`src/rtl/ctr_pkg.sv`:
```
// Shared types and constants for the AES-256-CTR decrypt front end.
package ctr_pkg;

    localparam int AES_BLK_W = 128;
    localparam int AES_KEY_W = 256;

    typedef logic [AES_BLK_W-1:0] aes_blk_t;
    typedef logic [AES_KEY_W-1:0] aes_key_t;

    typedef enum logic {
        PK_FILL = 1'b0,
        PK_HOLD = 1'b1
    } pk_state_e;

endpackage

```
`src/rtl/ctr_block_packer.sv`:
```
// Packs a stream of 128-bit ciphertext blocks into one zero-padded message word
// and presents it, together with the IV and key seen on block 0, as a held transaction.
module ctr_block_packer
    import ctr_pkg::*;
#(
    parameter  int CIPHERTEXTIN = 1024,
    localparam int NBLK         = CIPHERTEXTIN / AES_BLK_W,
    localparam int CNT_W        = $clog2(NBLK) + 1
) (
    input  logic                    clk,
    input  logic                    rst,
    input  aes_blk_t                s_data,
    input  logic                    s_valid,
    input  logic                    s_last,
    output logic                    s_ready,
    input  aes_blk_t                iv_in,
    input  aes_key_t                key_in,
    output logic [CIPHERTEXTIN-1:0] msg_data,
    output aes_blk_t                msg_iv,
    output aes_key_t                msg_key,
    output logic [CNT_W-1:0]        msg_nblocks,
    output logic                    msg_valid,
    input  logic                    msg_ready
);

    pk_state_e               state_q;
    logic [CNT_W-1:0]        idx_q;
    logic [CNT_W-1:0]        idx_d;
    logic [CIPHERTEXTIN-1:0] data_q;
    aes_blk_t                iv_q;
    aes_key_t                key_q;
    logic [CNT_W-1:0]        nblocks_q;
    logic                    valid_q;
    logic                    beat_ok;
    logic                    closing;

    assign idx_d   = idx_q + CNT_W'(1);
    assign s_ready = (state_q == PK_FILL) && !rst;
    assign beat_ok = s_valid && s_ready;
    // A message closes on s_last or automatically once the final block slot is written.
    assign closing = s_last || (idx_q == CNT_W'(NBLK - 1));

    always_ff @(posedge clk) begin
        if (rst) begin
            state_q   <= PK_FILL;
            idx_q     <= '0;
            data_q    <= '0;
            iv_q      <= '0;
            key_q     <= '0;
            nblocks_q <= '0;
            valid_q   <= 1'b0;
        end else begin
            case (state_q)
                PK_FILL: begin
                    if (beat_ok) begin
                        data_q[int'(idx_q)*AES_BLK_W +: AES_BLK_W] <= s_data;
                        if (idx_q == '0) begin
                            iv_q  <= iv_in;
                            key_q <= key_in;
                        end
                        if (closing) begin
                            nblocks_q <= idx_d;
                            idx_q     <= '0;
                            valid_q   <= 1'b1;
                            state_q   <= PK_HOLD;
                        end else begin
                            idx_q <= idx_d;
                        end
                    end
                end
                PK_HOLD: begin
                    // Clearing the word on release is what zero-pads the next short message.
                    if (msg_ready) begin
                        data_q  <= '0;
                        valid_q <= 1'b0;
                        state_q <= PK_FILL;
                    end
                end
                default: begin
                    state_q <= PK_FILL;
                end
            endcase
        end
    end

    assign msg_data    = data_q;
    assign msg_iv      = iv_q;
    assign msg_key     = key_q;
    assign msg_nblocks = nblocks_q;
    assign msg_valid   = valid_q && !rst;

endmodule

```
`config.mk`:
```
export PLATFORM = sky130hd
export DESIGN_NAME = ctr_block_packer
export DESIGN_NICKNAME = d
export VERILOG_FILES = /design/src/rtl/ctr_pkg.sv /design/src/rtl/ctr_block_packer.sv
export SDC_FILE = /design/constraint.sdc
export NUM_CORES = 2
export LEC_CHECK = 0
export ABC_AREA = 1
export CORE_AREA = 5 5 758 760
export CTS_BUF_LIST = sky130_fd_sc_hd__clkbuf_8
export CTS_CLUSTER_SIZE = 12
export DETAILED_ROUTE_END_ITERATION = 10
export DIE_AREA = 0 0 763 765
export HOLD_SLACK_MARGIN = 0.1
export PLACE_DENSITY = 0.34
export SYNTH_ARGS = -nofsm -noshare
export SYNTH_HDL_FRONTEND = slang
export SYNTH_SLANG_ARGS = --single-unit
```
`constraint.sdc`:
```
create_clock -name clk -period 6.4 [get_ports clk]
set_clock_uncertainty 0.15 [all_clocks]
set_input_delay 1.28 -clock clk [delete_from_list [all_inputs] [get_ports clk]]
set_output_delay 1.28 -clock clk [all_outputs]
set_load 0.1 [all_outputs]
```
# After elaboration in Yosys (flattened, before gate mapping)
# Cells that the tools add are included.
totals:
  reg_bits: 1418
  latch_bits: 0
  ram_bits: 0
  rom_bits: 0
  out_inout_bits: 1414
  word_cells: 40
  n_memories: 0
classes:
  addsub: 2
  multipliers: 0
  div_mod_pow: 0
  n_lt_le_gt_ge: 0
  n_eq_ne: 4
  shift: 2
  muxes: 13
  bitwise_logic: 1
  n_reduce_logical: 11
op_table:
  columns: ["cell", "count"]
  rows:
  - ["two-way mux 1024 bit", 2]
  - ["case mux 1024 bit (2 select lines)", 1]
  - ["bitwise mux 1024 bit", 1]
  - ["variable shift 128 x 33 -> 1024 bit (first input constant)", 1]
  - ["indexed part select 128 x 33 -> 1024 bit", 1]
  - ["negator 11 -> 33 bit", 1]
  - ["AND reduction 3 bit", 3]
  - ["two-way mux 1 bit", 6]
  - ["inequality test 2 bit (second input constant)", 3]
  - ["adder 4 x 1 -> 4 bit (second input constant)", 1]
  - ["equality test 4 x 3 -> 1 bit (second input constant)", 1]
  - ["logical NOT 4 bit", 1]
  - ["two-way mux 4 bit", 1]
  - ["case mux 1 bit (2 select lines)", 2]
  - ["AND reduction 2 bit", 2]
  - ["logical AND 1 bit", 3]
  - ["logical NOT 1 bit", 1]
  - ["logical OR 1 bit", 1]
  - ["NOT 1 bit", 1]

# Logic depth before layout (Yosys ltp)
depth:
  ltp_word: 5
  depth_mapped: 16
  depth_no_buf: 13

# Worst setup path before layout
# OpenSTA, ideal clock, no wires.
synth_timing:
  path_type: "input -> output"
  start: "input rst"
  end: "output s_ready"
  arrival_ps: 3081
  required_time_ps: 4970
  path_slack_ps: 1889
  cell_stages: 4
  path_buffers: 3
  path_cell_list: "clkbuf_1 clkbuf_1 buf_1 nor2_1"
synth_via:
  elab_chain_len: 2
synth_rtl:
  columns: ["element", "line_no", "text"]
  rows:
  - ["start, declared", "ctr_block_packer.sv:11", "input logic rst,"]
  - ["logical NOT 1 bit", "ctr_block_packer.sv:38", "assign s_ready = (state_q == PK_FILL) && !rst;"]
  - ["logical AND 1 bit", "ctr_block_packer.sv:38", null]
  - ["end, declared", "ctr_block_packer.sv:15", "output logic s_ready,"]
# Every way passes these cells.

# Final worst setup path
layout_timing:
  start: "register idx_q[0]"
  end: "register data_q[690], in the netlist msg_data[690]"
layout_via:
  elab_chain_len: 5
layout_rtl:
  columns: ["element", "line_no", "text"]
  rows:
  - ["start, declared", "ctr_block_packer.sv:27", "logic [CNT_W-1:0] idx_q;"]
  - ["start signal, assigned", "ctr_block_packer.sv:67", "idx_q <= idx_d;"]
  - ["negator 11 -> 33 bit (*)", "ctr_block_packer.sv:56", "data_q[int'(idx_q)*AES_BLK_W +: AES_BLK_W] <= s_data;"]
  - ["indexed part select 128 x 33 -> 1024 bit or variable shift 128 x 33 -> 1024 bit (tied branches)", "ctr_block_packer.sv:56", null]
  - ["bitwise mux 1024 bit (*)", "ctr_block_packer.sv:56", null]
  - ["two-way mux 1024 bit (*)", "ctr_block_packer.sv:55", "if (beat_ok) begin"]
  - ["case mux 1024 bit (2 select lines) (*)", "ctr_block_packer.sv:53", "case (state_q)"]
  - ["end signal, assigned by index", "ctr_block_packer.sv:56", null]
  - ["end, declared", "ctr_block_packer.sv:29", "logic [CIPHERTEXTIN-1:0] data_q;"]
# Mark *: on every way between the ends. The rest lies on a longest branch, timed or not. The select of a mux whose other input is x is not followed.
# A chain may end at the register's enable or synchronous reset.

==> results.json <==
{
  "setup_viol_count_final": 0,
  "port_buffers": 1930,
  "num_vias": 59580,
  "rsz0062_at_grt": "no",
  "power_leakage_nw": 32.0,
  "grt_max_degree": 190,
  "timing.final.crit_share_pct": 68.4,
  "h-tree-depth": 5,
  "comb_power_share_pct": 17.7,
  "seq_area_frac_synth_pct": 51.9,
  "drt_iter0_drc": 3697,
  "dpl_worst_slack_ps": 1650,
  "cp_max_fo": 54,
  "switchingPower_mw": 8.71,
  "min_period_ps": 4370,
  "drc": 0,
  "swShare_pct": 35.9,
  "n_fill_cell": 65503,
  "crit_type": "reg -> reg",
  "cts_sinks": 1418,
  "ys_warn_count": 0,
  "dr_wl_met3_mm": 41.6,
  "fmaxAchievable_mhz": 229,
  "grt_overflow": 0,
  "seqCellArea_sq_um": 28400,
  "reg2reg_depth": 11,
  "r2r_setup_slack_ps": 2030,
  "dr.pass1.iters": 5,
  "cts_made_buffers": 318,
  "multiInputGateArea_sq_um": 22200,
  "place.gp.congestion": 0.915,
  "grt_pass1_vias": 59535,
  "die_h_um": 765,
  "fin_util_pct": 15.4,
  "routedLengthMet1_mm": 142,
  "ios": 1931,
  "arrival_ps": 5190,
  "area_delta_synth_final_pct": 59.9,
  "hp-class": "reg -> reg",
  "slew_violations": 119,
  "cp.required_ps": 7220,
  "core_sq_um": 567000,
  "die_x_um": 763,
  "start_kind": "register",
  "initial_core_util_pct": 9.65,
  "vias_per_cell": 3.48,
  "clk_path_buf_depth": 4,
  "syn_area_sq_um": 54700,
  "hpwl_mm": 404,
  "yosys.area.top_type": "dfxtp_1",
  "ir_drop_mv": 0.139,
  "hp-start": "msg_data[910]",
  "track_usage_pct": 16.8,
  "synth-seq-cells": 1418,
  "worstReg2RegStart": "idx_q[0]",
  "violations": "slew limit",
  "drt-wirelength-per-cell_um": 30.0,
  "nets": 9792,
  "avgSynthCellArea_sq_um": 7.22,
  "setup.worst_path.end_class": "register",
  "drive_gt1_share_pct": 9.22,
  "power_frac_seq_pct": 38.0,
  "cts_setup_buffers": 0,
  "finalPower_mw": 24.2,
  "ctsResizeCount": 0,
  "status": "finished with violations",
  "ys_types": 25,
  "dieArea_sq_um": 584000,
  "clkPwrFrac_pct": 44.3,
  "synthTopCellsByArea": "dfxtp_1 (52%), nand2_1 (12%), nor2_1 (9.1%)",
  "timing.slew.headroom_pct": -13.6,
  "root_buffer": "clkbuf_8",
  "dr_wl_met2_mm": 301,
  "grt_pass1_wl_mm": 645,
  "ant_nets": 0,
  "p_int_mw": 15.5,
  "ctsHoldBuffers": 0,
  "top_layer_used": "met5",
  "crit_start": "idx_q[0]",
  "syn_nets": 8099,
  "maxCapViolCount": 0,
  "design_area_sq_um": 87500,
  "clkTransAtPathRegs_ps": 60,
  "antenna_found_initial": 215,
  "cts_tree": "done",
  "hold_viol_final": 0,
  "wl_mm": 515,
  "setup_tns_ps": 0,
  "critPathCapture": "msg_data[690]",
  "max_slew.worst_pin.slew_ps": 1700,
  "clock_latency_ps": 1070,
  "timing.final.ws_setup_ps": 2030,
  "synth_top_area_share_pct": 51.9,
  "dpl-instance-area_sq_um": 81000,
  "power_density_nw_per_um2": 277,
  "reg2reg_to": "msg_data[690]",
  "synthCells": 7579,
  "num_rows": 277
}
-- worst min-delay path by stage --
stage	endpoint	slack, ps	cells past startpoint
3_3_place_gp	msg_data[685]	300	2
5_1_grt	msg_data[384]	260	2
2_1_floorplan	idx_q[3]	330	2
6_report	msg_data[910]	310	2
3_5_place_dp	msg_data[484]	300	2
4_1_cts	msg_data[1021]	210	2
-- power groups by stage --
stage | sequential [mW] | clock, mW | combinational [mW]
global placement | 9.40 | 0 | 4.47
detailed placement | 9.39 | 0 | 4.46
floorplan | 11.0 | 0 | 0.780
CTS | 9.21 | 11.3 | 4.47
global route | 9.23 | 11.6 | 4.46
finish | 9.21 | 10.7 | 4.30
-- critical path, cell delays in order, from the launching register on --
cell and delay (ps):
dfxtp_4 460, inv_1 220, ha_1 260, nand3_4 660, nand2_2 380, nor2_4 90
nand4_1 170, nand2_1 190, nand2_4 680, buf_4 610, nand2_1 120, a21oi_1 140
-- cell families after synthesis --
| group | share of synthesized area (%) |
|---|---|
| compound gates | 11.8 |
| simple gates | 28.3 |
| buf+inv | 7.86 |
| xor+xnor | 0.0320 |
| fa+ha+maj | 0.0686 |
| flops | 51.9 |
-- routing by layer --
metal,global-route usage (%),vias to the layer above
met3,6.03,823
met1,13.1,28515
li1,-,27856
met4,7.86,214
met2,35.4,2172
met5,0,-
-- area by class of cell --
type                            instances  area share, %
Antenna cell                          107          0.306
Clock buffer                          380           5.97
Clock inverter                        160           1.21
Inverter                              405           1.80
Multi-Input combinational cell       5115           25.3
Sequential cell                      1418           32.4
Tap cell                             7533           10.8
Timing Repair Buffer                 2014           22.2
-- placed cells by master (no fill, tap or decap), drive strengths merged, types with 130 or more instances in the layout --
cell type,n
nand2,1695
clkdlybuf4s50,1602
dfxtp,1418
nor2,1339
a21oi,903
inv,537
nand3,517
clkbuf,400
buf,392
o21ai,388
nand4,133
nor3,130
-- cell usage after synthesis, drive strengths merged --
| cell | n |
|---|---|
| clkbuf | 326 |
| a21oi | 903 |
| nor2 | 1339 |
| nor3 | 130 |
| a31oi | 1 |
| nor3b | 1 |
| nand3 | 517 |
| nand2 | 1695 |
| xor2 | 2 |
| clkinv | 1 |
| dfxtp | 1418 |
| o22ai | 1 |
| ha | 3 |
| nor4 | 1 |
| inv | 404 |
| o21ai | 388 |
| buf | 315 |
| nand4 | 133 |
| a211oi | 1 |
-- state kept, by name (all words and copies together), names as in the netlist --
name,cells
msg_data,1024
msg_key,256
msg_iv,128
idx_q,4
msg_nblocks,4
state_q,1
valid_q,1
-- stage by stage --
stage               hold WS, ps  std cells
global route                259      17089
CTS                         210      17025
finish                      309      17132
detailed placement          301      16485
global placement            297      16485
floorplan                   332       7579
No activity file was read; power rests on OpenSTA's default activity.
